$ cat src/rtl/alu_mdu.sv
// -----------------------------------------------------------------------------
// alu_mdu
//   Execute-stage ALU with a multi-cycle multiply/divide unit.
//   The low opcodes form a single-cycle combinational ALU. MULT/MULTU/DIV/DIVU
//   run on an iterative shift-add / restoring-divide engine and write the
//   architectural HI/LO registers. MTHI/MTLO write HI/LO directly.
//
// Parameters
//   WIDTH        datapath width (even, >= 4)
//
// Ports
//   clk          rising-edge clock
//   reset_n      asynchronous active-low reset
//   a, b         operands (rs, rt/imm)
//   alucontrol   operation code
//   bne_flag     inverts the zero output for BNE
//   start        launch mult/div, or perform an MTHI/MTLO write
//   result       combinational result
//   zero         (result == 0) ^ bne_flag
//   busy         mult/div in progress
//   done         one-cycle pulse when a mult/div updates HI/LO
//   div_by_zero  sticky divide-by-zero flag, cleared by the next mult/div
//   hi, lo       architectural HI/LO registers
// -----------------------------------------------------------------------------
module alu_mdu #(
   parameter int WIDTH = 32
) (
   input  logic             clk,
   input  logic             reset_n,
   input  logic [WIDTH-1:0] a,
   input  logic [WIDTH-1:0] b,
   input  logic [3:0]       alucontrol,
   input  logic             bne_flag,
   input  logic             start,
   output logic [WIDTH-1:0] result,
   output logic             zero,
   output logic             busy,
   output logic             done,
   output logic             div_by_zero,
   output logic [WIDTH-1:0] hi,
   output logic [WIDTH-1:0] lo
);

   localparam int CW = $clog2(WIDTH);

   localparam logic [1:0] S_IDLE = 2'd0;
   localparam logic [1:0] S_CALC = 2'd1;
   localparam logic [1:0] S_FIX  = 2'd2;

   localparam logic [3:0] OP_AND   = 4'b0000;
   localparam logic [3:0] OP_OR    = 4'b0001;
   localparam logic [3:0] OP_ADD   = 4'b0010;
   localparam logic [3:0] OP_XOR   = 4'b0011;
   localparam logic [3:0] OP_NOR   = 4'b0100;
   localparam logic [3:0] OP_SLTU  = 4'b0101;
   localparam logic [3:0] OP_SUB   = 4'b0110;
   localparam logic [3:0] OP_SLT   = 4'b0111;
   localparam logic [3:0] OP_MFHI  = 4'b1000;
   localparam logic [3:0] OP_MFLO  = 4'b1001;
   localparam logic [3:0] OP_MULT  = 4'b1010;
   localparam logic [3:0] OP_MULTU = 4'b1011;
   localparam logic [3:0] OP_DIV   = 4'b1100;
   localparam logic [3:0] OP_DIVU  = 4'b1101;
   localparam logic [3:0] OP_MTHI  = 4'b1110;
   localparam logic [3:0] OP_MTLO  = 4'b1111;

   localparam logic [CW-1:0]      CNT_LAST = CW'(WIDTH - 1);
   localparam logic [CW-1:0]      CNT_ONE  = CW'(1);
   localparam logic [WIDTH-1:0]   ONE_W    = WIDTH'(1);
   localparam logic [2*WIDTH-1:0] ONE_2W   = (2*WIDTH)'(1);

   // Two's-complement sign fixup helpers
   function automatic logic [WIDTH-1:0] fix_sign_w(input logic [WIDTH-1:0] v,
                                                   input logic neg);
      return neg ? (~v + ONE_W) : v;
   endfunction

   function automatic logic [2*WIDTH-1:0] fix_sign_2w(input logic [2*WIDTH-1:0] v,
                                                      input logic neg);
      return neg ? (~v + ONE_2W) : v;
   endfunction

   // ---------------------------------------------------------------------------
   // Combinational ALU
   // ---------------------------------------------------------------------------
   logic [WIDTH-1:0] sum;
   logic [WIDTH-1:0] diff;
   logic             slt_bit;

   assign sum  = a + b;
   assign diff = a - b;
   // When signs differ the subtraction may overflow; a's sign alone decides.
   assign slt_bit = (a[WIDTH-1] ^ b[WIDTH-1]) ? a[WIDTH-1] : diff[WIDTH-1];

   always_comb begin
      result = '0;
      case (alucontrol)
         OP_AND:  result = a & b;
         OP_OR:   result = a | b;
         OP_ADD:  result = sum;
         OP_XOR:  result = a ^ b;
         OP_NOR:  result = ~(a | b);
         OP_SLTU: result = {{(WIDTH-1){1'b0}}, (a < b)};
         OP_SUB:  result = diff;
         OP_SLT:  result = {{(WIDTH-1){1'b0}}, slt_bit};
         OP_MFHI: result = hi;
         OP_MFLO: result = lo;
         default: result = '0;
      endcase
   end

   assign zero = (result == '0) ^ bne_flag;

   // ---------------------------------------------------------------------------
   // Multiply/divide control
   // ---------------------------------------------------------------------------
   logic [1:0]    state;
   logic [CW-1:0] cnt;
   logic          idle;
   logic          op_md;
   logic          op_mt;
   logic          accept_md;
   logic          accept_mt;

   assign idle  = (state == S_IDLE);
   assign busy  = ~idle;
   assign op_md = (alucontrol == OP_MULT) || (alucontrol == OP_MULTU) ||
                  (alucontrol == OP_DIV)  || (alucontrol == OP_DIVU);
   assign op_mt = (alucontrol == OP_MTHI) || (alucontrol == OP_MTLO);
   assign accept_md = start && idle && op_md;
   assign accept_mt = start && idle && op_mt;

   // Operand conditioning at accept: magnitudes and result signs
   logic             op_signed;
   logic             op_div;
   logic             a_neg;
   logic             b_neg;
   logic             b_is_zero;
   logic [WIDTH-1:0] a_mag;
   logic [WIDTH-1:0] b_mag;

   assign op_signed = (alucontrol == OP_MULT) || (alucontrol == OP_DIV);
   assign op_div    = (alucontrol == OP_DIV)  || (alucontrol == OP_DIVU);
   assign a_neg     = op_signed && a[WIDTH-1];
   assign b_neg     = op_signed && b[WIDTH-1];
   assign b_is_zero = (b == '0);
   assign a_mag     = fix_sign_w(a, a_neg);
   assign b_mag     = fix_sign_w(b, b_neg);

   // Datapath state: acc holds {upper, lower}. For multiply the lower half is
   // the multiplier shifting out and the upper half the partial product. For
   // divide the lower half is the dividend shifting in as quotient bits and
   // the upper half the partial remainder.
   logic [2*WIDTH-1:0] acc;
   logic [WIDTH-1:0]   mag_b;
   logic               is_div;
   logic               neg_q;
   logic               neg_r;
   logic               dbz_pend;

   logic [WIDTH:0]     mul_sum;
   logic [WIDTH:0]     div_up;
   logic [WIDTH-1:0]   div_trial;
   logic               div_ge;
   logic [2*WIDTH-1:0] acc_step;

   assign mul_sum   = {1'b0, acc[2*WIDTH-1:WIDTH]} + {1'b0, (acc[0] ? mag_b : '0)};
   // Shifted partial remainder needs one extra bit before the trial subtract.
   assign div_up    = acc[2*WIDTH-1:WIDTH-1];
   assign div_ge    = (div_up >= {1'b0, mag_b});
   // When div_ge the difference is below mag_b and fits in WIDTH bits.
   assign div_trial = div_up[WIDTH-1:0] - mag_b;

   always_comb begin
      acc_step = {mul_sum, acc[WIDTH-1:1]};
      if (is_div) begin
         acc_step = {(div_ge ? div_trial : div_up[WIDTH-1:0]), acc[WIDTH-2:0], div_ge};
      end
   end

   // Final sign fixup of the accumulated magnitudes
   logic [2*WIDTH-1:0] prod_fix;
   logic [WIDTH-1:0]   fix_hi;
   logic [WIDTH-1:0]   fix_lo;

   always_comb begin
      prod_fix = fix_sign_2w(acc, neg_q);
      fix_hi   = prod_fix[2*WIDTH-1:WIDTH];
      fix_lo   = prod_fix[WIDTH-1:0];
      if (is_div) begin
         fix_hi = fix_sign_w(acc[2*WIDTH-1:WIDTH], neg_r);
         fix_lo = fix_sign_w(acc[WIDTH-1:0], neg_q);
      end
   end

   // --- stage: operand capture / iteration (data, no reset) ---
   always_ff @(posedge clk) begin
      if (accept_md) begin
         acc      <= {{WIDTH{1'b0}}, a_mag};
         mag_b    <= b_mag;
         is_div   <= op_div;
         // Divide by zero keeps the all-ones quotient unnegated.
         neg_q    <= (a_neg ^ b_neg) && !(op_div && b_is_zero);
         neg_r    <= a_neg;
         dbz_pend <= op_div && b_is_zero;
      end else if (state == S_CALC) begin
         acc <= acc_step;
      end
   end

   // --- stage: FSM and architectural registers ---
   always_ff @(posedge clk or negedge reset_n) begin
      if (!reset_n) begin
         state       <= S_IDLE;
         cnt         <= '0;
         done        <= 1'b0;
         div_by_zero <= 1'b0;
         hi          <= '0;
         lo          <= '0;
      end else begin
         done <= 1'b0;
         case (state)
            S_IDLE: begin
               if (accept_md) begin
                  state       <= S_CALC;
                  cnt         <= '0;
                  div_by_zero <= 1'b0;
               end else if (accept_mt) begin
                  if (alucontrol == OP_MTHI) begin
                     hi <= a;
                  end else begin
                     lo <= a;
                  end
               end
            end
            S_CALC: begin
               if (cnt == CNT_LAST) begin
                  state <= S_FIX;
               end else begin
                  cnt <= cnt + CNT_ONE;
               end
            end
            S_FIX: begin
               hi          <= fix_hi;
               lo          <= fix_lo;
               div_by_zero <= dbz_pend;
               done        <= 1'b1;
               state       <= S_IDLE;
            end
            default: state <= S_IDLE;
         endcase
      end
   end

endmodule

$ cat config.mk
export PLATFORM = sky130hd
export DESIGN_NAME = alu_mdu
export DESIGN_NICKNAME = d
export VERILOG_FILES = /design/src/rtl/alu_mdu.sv
export SDC_FILE = /design/constraint.sdc
export NUM_CORES = 1
export LEC_CHECK = 0
export ABC_AREA = 1
export CAP_MARGIN = 20
export CORE_ASPECT_RATIO = 1.75
export CORE_UTILIZATION = 55
export CTS_CLUSTER_SIZE = 16
export DETAILED_ROUTE_END_ITERATION = 10
export PLACE_DENSITY = 0.75
export SYNTH_ARGS = -nofsm -noshare
export SYNTH_HDL_FRONTEND = slang
export SYNTH_SLANG_ARGS = --single-unit
$ cat constraint.sdc
create_clock -name clk -period 4.7 [get_ports clk]
set_input_delay 0.94 -clock clk [delete_from_list [all_inputs] [get_ports clk]]
set_output_delay 0.94 -clock clk [all_outputs]
set_load 0.1 [all_outputs]
==> results.py, run 1 <==
metrics = {
    "yosys": {
        "synthTopCellsByArea": "nand2_1 (18%), inv_1 (10%), ha_1 (9.0%), edfxtp_1 (8.6%), dfrtp_1 (7.7%)",
        "yosysTopAreaCellShare_pct": 17.69,
        "async_reset_ff_share_pct": 42.20,
        "ys_ff_latch": 173,
        "synth.most_common_cell": "nand2_1",
        "seq_area_frac_synth_pct": 19.06,
        "synth_warnings": 0,
        "syn_avg_cell_area_um2": 5.835,
        "synth_nets": 4302,
        "synth_top_cell_by_area": "nand2_1",
        "synth.distinct_cells": 68,
        "synth_area_mm2": 0.02366,
        "synth_common_cells": "nand2_1 (1115), inv_1 (653), nor2_1 (482)",
        "syn_inst": 4055,
        "synth_edf_count": 68,
        "ys.flop_type": "dfrtp_1",
    },
    "clock_tree": {
        "cts_buffers": 17,
        "cts_sinks": 173,
        "cts_htree_levels": 4,
        "clock-root-buffer": "clkbuf_16",
        "clock_path_buffers": 2,
        "hold_buffers": 0,
    },
    "placement": {
        "place_area_mm2": 0.03009,
        "globalplace.congestion": 1.142,
        "portBuffers": 171,
        "hpwl_mm": 100.0,
        "place_ws_ns": -0.6764,
    },
    "outcome": {
        "tool.error": "[ERROR GRT-0116] Global routing finished with congestion. Check the congestion regions in the DRC Viewer.",
        "status": "did not finish",
        "stop_stage": "global routing",
    },
    "grt": {
        "grt_first_pass_wirelength_mm": 208.8,
        "gr-total-overflow": 17,
        "grt_pass1_vias": 33800,
        "grt_max_degree": 81,
        "grt_usage_pct": 63.15,
    },
    "floorplanning": {
        "ios": 172,
        "die_w_um": 158.8,
        "die_h_um": 276.4,
        "start_util_pct": 55.62,
        "rows": 100,
    },
}
[cells by family after synthesis]
logic type | synth area share, %
XOR/XNOR | 3.405
flip-flops | 19.06
buffers and inverters | 13.44
AO/OA/AOI/OAI | 16.57
adder cells (fa/ha/maj) | 9.412
AND/OR/NAND/NOR | 38.12
[per-layer routing]
metal,GRT usage [%],overflow
met5,4.102,0
met4,74.73,9
met3,33.00,0
met2,92.00,8
met1,58.54,0
[stage by stage]
step / instances / hold WS (ns)
4_1_cts: 5250 / 0.4763
3_5_place_dp: 5190 / 0.4598
3_3_place_gp: 5190 / 0.4355
2_1_floorplan: 4055 / 0.4264
[what timing repair did]
item	4_1_cts
endpoints found under the setup margin	6
pin swaps	36
gates resized for setup	190
setup buffers	28
==> run 2: changes to the inputs <==
--- a/config.mk
+++ b/config.mk
@@ -7,11 +7,9 @@
 export LEC_CHECK = 0
 export ABC_AREA = 1
 export CAP_MARGIN = 20
-export CORE_ASPECT_RATIO = 1.75
-export CORE_UTILIZATION = 55
-export CTS_CLUSTER_SIZE = 16
+export CORE_UTILIZATION = 40
 export DETAILED_ROUTE_END_ITERATION = 10
-export PLACE_DENSITY = 0.75
+export PLACE_DENSITY_LB_ADDON = 0.15
 export SYNTH_ARGS = -nofsm -noshare
 export SYNTH_HDL_FRONTEND = slang
 export SYNTH_SLANG_ARGS = --single-unit
==> results.py, run 2 <==
metrics = {
    "clock_tree": {
        "cts_sinks": 173,
        "clock_path_buffers": 2,
        "cts_buffers": 17,
        "clock-root-buffer": "clkbuf_16",
        "worstSkewPairLatency_ns": 0.47,
        "path_clk_slew_ns": 0.07,
        "cts_tree": "built",
        "cts_htree_levels": 4,
        "hold_buffers": 0,
    },
    "hold_path": {
        "whs_path_depth": 2,
        "hold_path.startpoint": "dbz_pend",
        "hp-class": "flip-flop to flip-flop",
        "hold_end": "div_by_zero",
    },
    "yosys": {
        "yosysTopAreaCellShare_pct": 17.69,
        "synth.most_common_cell": "nand2_1",
        "synth.distinct_cells": 68,
        "syn_avg_cell_area_um2": 5.835,
        "synth_nets": 4302,
        "synth_area_mm2": 0.02366,
        "synthTopCellsByArea": "nand2_1 (18%), inv_1 (10%), ha_1 (9.0%), edfxtp_1 (8.6%), dfrtp_1 (7.7%)",
        "yosys.area_share.simple_pct": 38.12,
        "synth_top_cell_by_area": "nand2_1",
        "synth_common_cells": "nand2_1 (1115), inv_1 (653), nor2_1 (482)",
        "syn_inst": 4055,
        "synth_compound_area_share_pct": 16.57,
        "async_reset_ff_share_pct": 42.20,
        "ys.flop_type": "dfrtp_1",
        "ys_ff_latch": 173,
        "seq_area_frac_synth_pct": 19.06,
        "synth_warnings": 0,
        "synth_adder_area_share_pct": 9.412,
        "synth_mux_area_share_pct": 0,
        "synth_top_family_by_area": "simple AND/OR/NAND/NOR gates",
        "synth_edf_count": 68,
        "synth_xor_area_share_pct": 3.405,
    },
    "critical_path": {
        "reg2reg_slack_ns": 1.17,
        "end_kind": "primary output",
        "cp-start-kind": "input pin",
        "critPathRequiredTime_ns": 3.76,
        "r2r-end": "hi[20]",
        "critical_path.reg2reg.startpoint": "acc[0]",
        "cp.arrival_ns": 3.97,
        "rr_worst_depth": 13,
        "worstPathMaxFanout": 3,
        "critical_path_class": "input pin to primary output",
    },
    "layout": {
        "most-common-layout-cells": "nand2_1 (1086), buf_4 (590), inv_1 (579)",
        "fin_nets": 4979,
        "top_register": "acc",
        "mostFrequentLayoutCell": "nand2_1",
        "finish.utilization_pct": 55.58,
        "fin_area_mm2": 0.03225,
        "drive_above_1_share_pct": 22.02,
        "area_delta_synth_final_pct": 36.29,
        "largest_reg_flops": 64,
    },
    "floorplanning": {
        "start_util_pct": 40.78,
        "die_h_um": 245.2,
        "die_area_mm2": 0.06013,
        "ios": 172,
        "core_area_mm2": 0.05803,
        "die_w_um": 245.2,
        "rows": 88,
    },
    "timing": {
        "maxSlewViolCount": 0,
        "finalWorstSetupSlack_ns": -0.2057,
        "period_needed_ns": 4.906,
        "hold_violations": 0,
        "setup_viol": 1,
        "worst_pin_slew_ns": 1.066,
        "relSlewSlack_pct": 28.72,
        "clock.fmax_mhz": 203.8,
        "rsz0062_at_grt": "true",
        "holdWs_ns": 0.4610,
        "fin_crit_sh_pct": 104.4,
        "fin_tns_setup_ns": -0.2057,
        "skew_ns": 0.01824,
    },
    "grt": {
        "grt_first_pass_wirelength_mm": 176.0,
        "gr-total-overflow": 0,
        "antenna_found_initial": 6,
        "grt_max_degree": 78,
        "grt_pass1_vias": 28960,
        "grt_usage_pct": 39.13,
    },
    "route": {
        "drcViolationCount": 0,
        "first_pass_iters": 6,
        "vias": 30010,
        "drtIter0Drc": 3221,
        "wirelength_mm": 118.7,
        "wl_per_cell_um": 21.54,
        "ant_nets": 0,
        "drt-vias-per-instance": 5.445,
    },
    "outcome": {
        "violations": "setup timing",
        "status": "finished with violations",
    },
    "power": {
        "power_leakage_nw": 16.60,
        "peakVddDrop_mv": 0.4389,
        "p_per_area_mw_per_mm2": 460.2,
    },
    "placement": {
        "place_area_mm2": 0.03009,
        "hpwl_mm": 97.25,
        "globalplace.congestion": 1.063,
        "portBuffers": 171,
    },
    "run": {
        "maxCapViolCount": 0,
    },
}
run 2: cell counts after synthesis:
No cell type changed its count.
run 2: how the worst max path moves through the flow:
stage | from | endpoint | slack (ns)
2_1_floorplan | b[12] | zero | -0.11
3_3_place_gp | a[11] | zero | -0.81
3_5_place_dp | a[9] | zero | -0.83
4_1_cts | b[5] | zero | -0.1
5_1_grt | a[0] | zero | -0.33
6_report | b[3] | zero | -0.21
run 2: worst max-delay path: stages:
cell and delay, ns:
buf_8 0.08, inv_4 0.03, buf_6 0.10, ha_4 0.24
nor2_4 0.12, nand2_2 0.08, nor2_2 0.12, nand2_2 0.08
nand3_4 0.13, nand2_2 0.07, nand2_2 0.09, a41oi_2 0.11
fa_2 0.55, o2111ai_2 0.13, a211oi_2 0.28, nand2_4 0.13
nor2_2 0.10, nand2_1 0.06, nor2_1 0.11, nand3_1 0.09
nand2_2 0.12, nand2_8 0.06, buf_12 0.16
run 2: timing repair:
action                                  4_1_cts  5_1_grt
resized for setup                           441       43
pin swaps                                    93       52
endpoints found under the hold margin         0        0
buffers inserted                            109        6
endpoints found under the setup margin       16       12
run 2: cells by family (layout without fill, tap and decap cells):
kind of cell / count (synthesis) / in the layout
other: 0 / 2
adder cells (fa/ha/maj): 175 / 175
AO/OA/AOI/OAI: 677 / 677
XOR/XNOR: 92 / 92
AND/OR/NAND/NOR: 2138 / 2138
buffers and inverters: 800 / 1490
flip-flops: 173 / 173
run 2: power breakdown:
group          internal, mW  switching, mW
clock                 0.738          0.703
sequential             2.20           1.03
combinational          3.32           6.85
run 2: layout make-up:
| cell class | count | area, µm² |
|---|---|---|
| Fill cell | 5993 | 25770 |
| Sequential cell | 173 | 4509 |
| Inverter | 671 | 2545 |
| Timing Repair Buffer | 787 | 6703 |
| Antenna cell | 2 | 5.005 |
| Multi-Input combinational cell | 3082 | 16960 |
| Tap cell | 765 | 957.2 |
| Clock buffer | 21 | 471.7 |
| Clock inverter | 11 | 96.34 |
run 2: per-stage QoR:
step	power, mW	setup slack [ns]	instances
after floorplan	9.671	-0.1109	4055
after global placement	12.93	-0.8133	5364
after detailed placement	12.98	-0.8337	5364
after CTS	14.63	-0.09958	5505
after global routing	15.81	-0.3305	5511
final	14.84	-0.2057	5512
run 2: per-layer routing:
metal | part of all wire, % | up-vias | wire length (µm) | GRT usage, %
li1 | - | 14390 | - | -
met1 | 41 | 13850 | 48800 | 49.92
met2 | 44 | 1453 | 51800 | 61.74
met3 | 8.4 | 321 | 9954 | 6.068
met4 | 6.9 | 2 | 8140 | 24.15
met5 | 0.011 | - | 13 | 0
(Power assumes the default switching activity.)
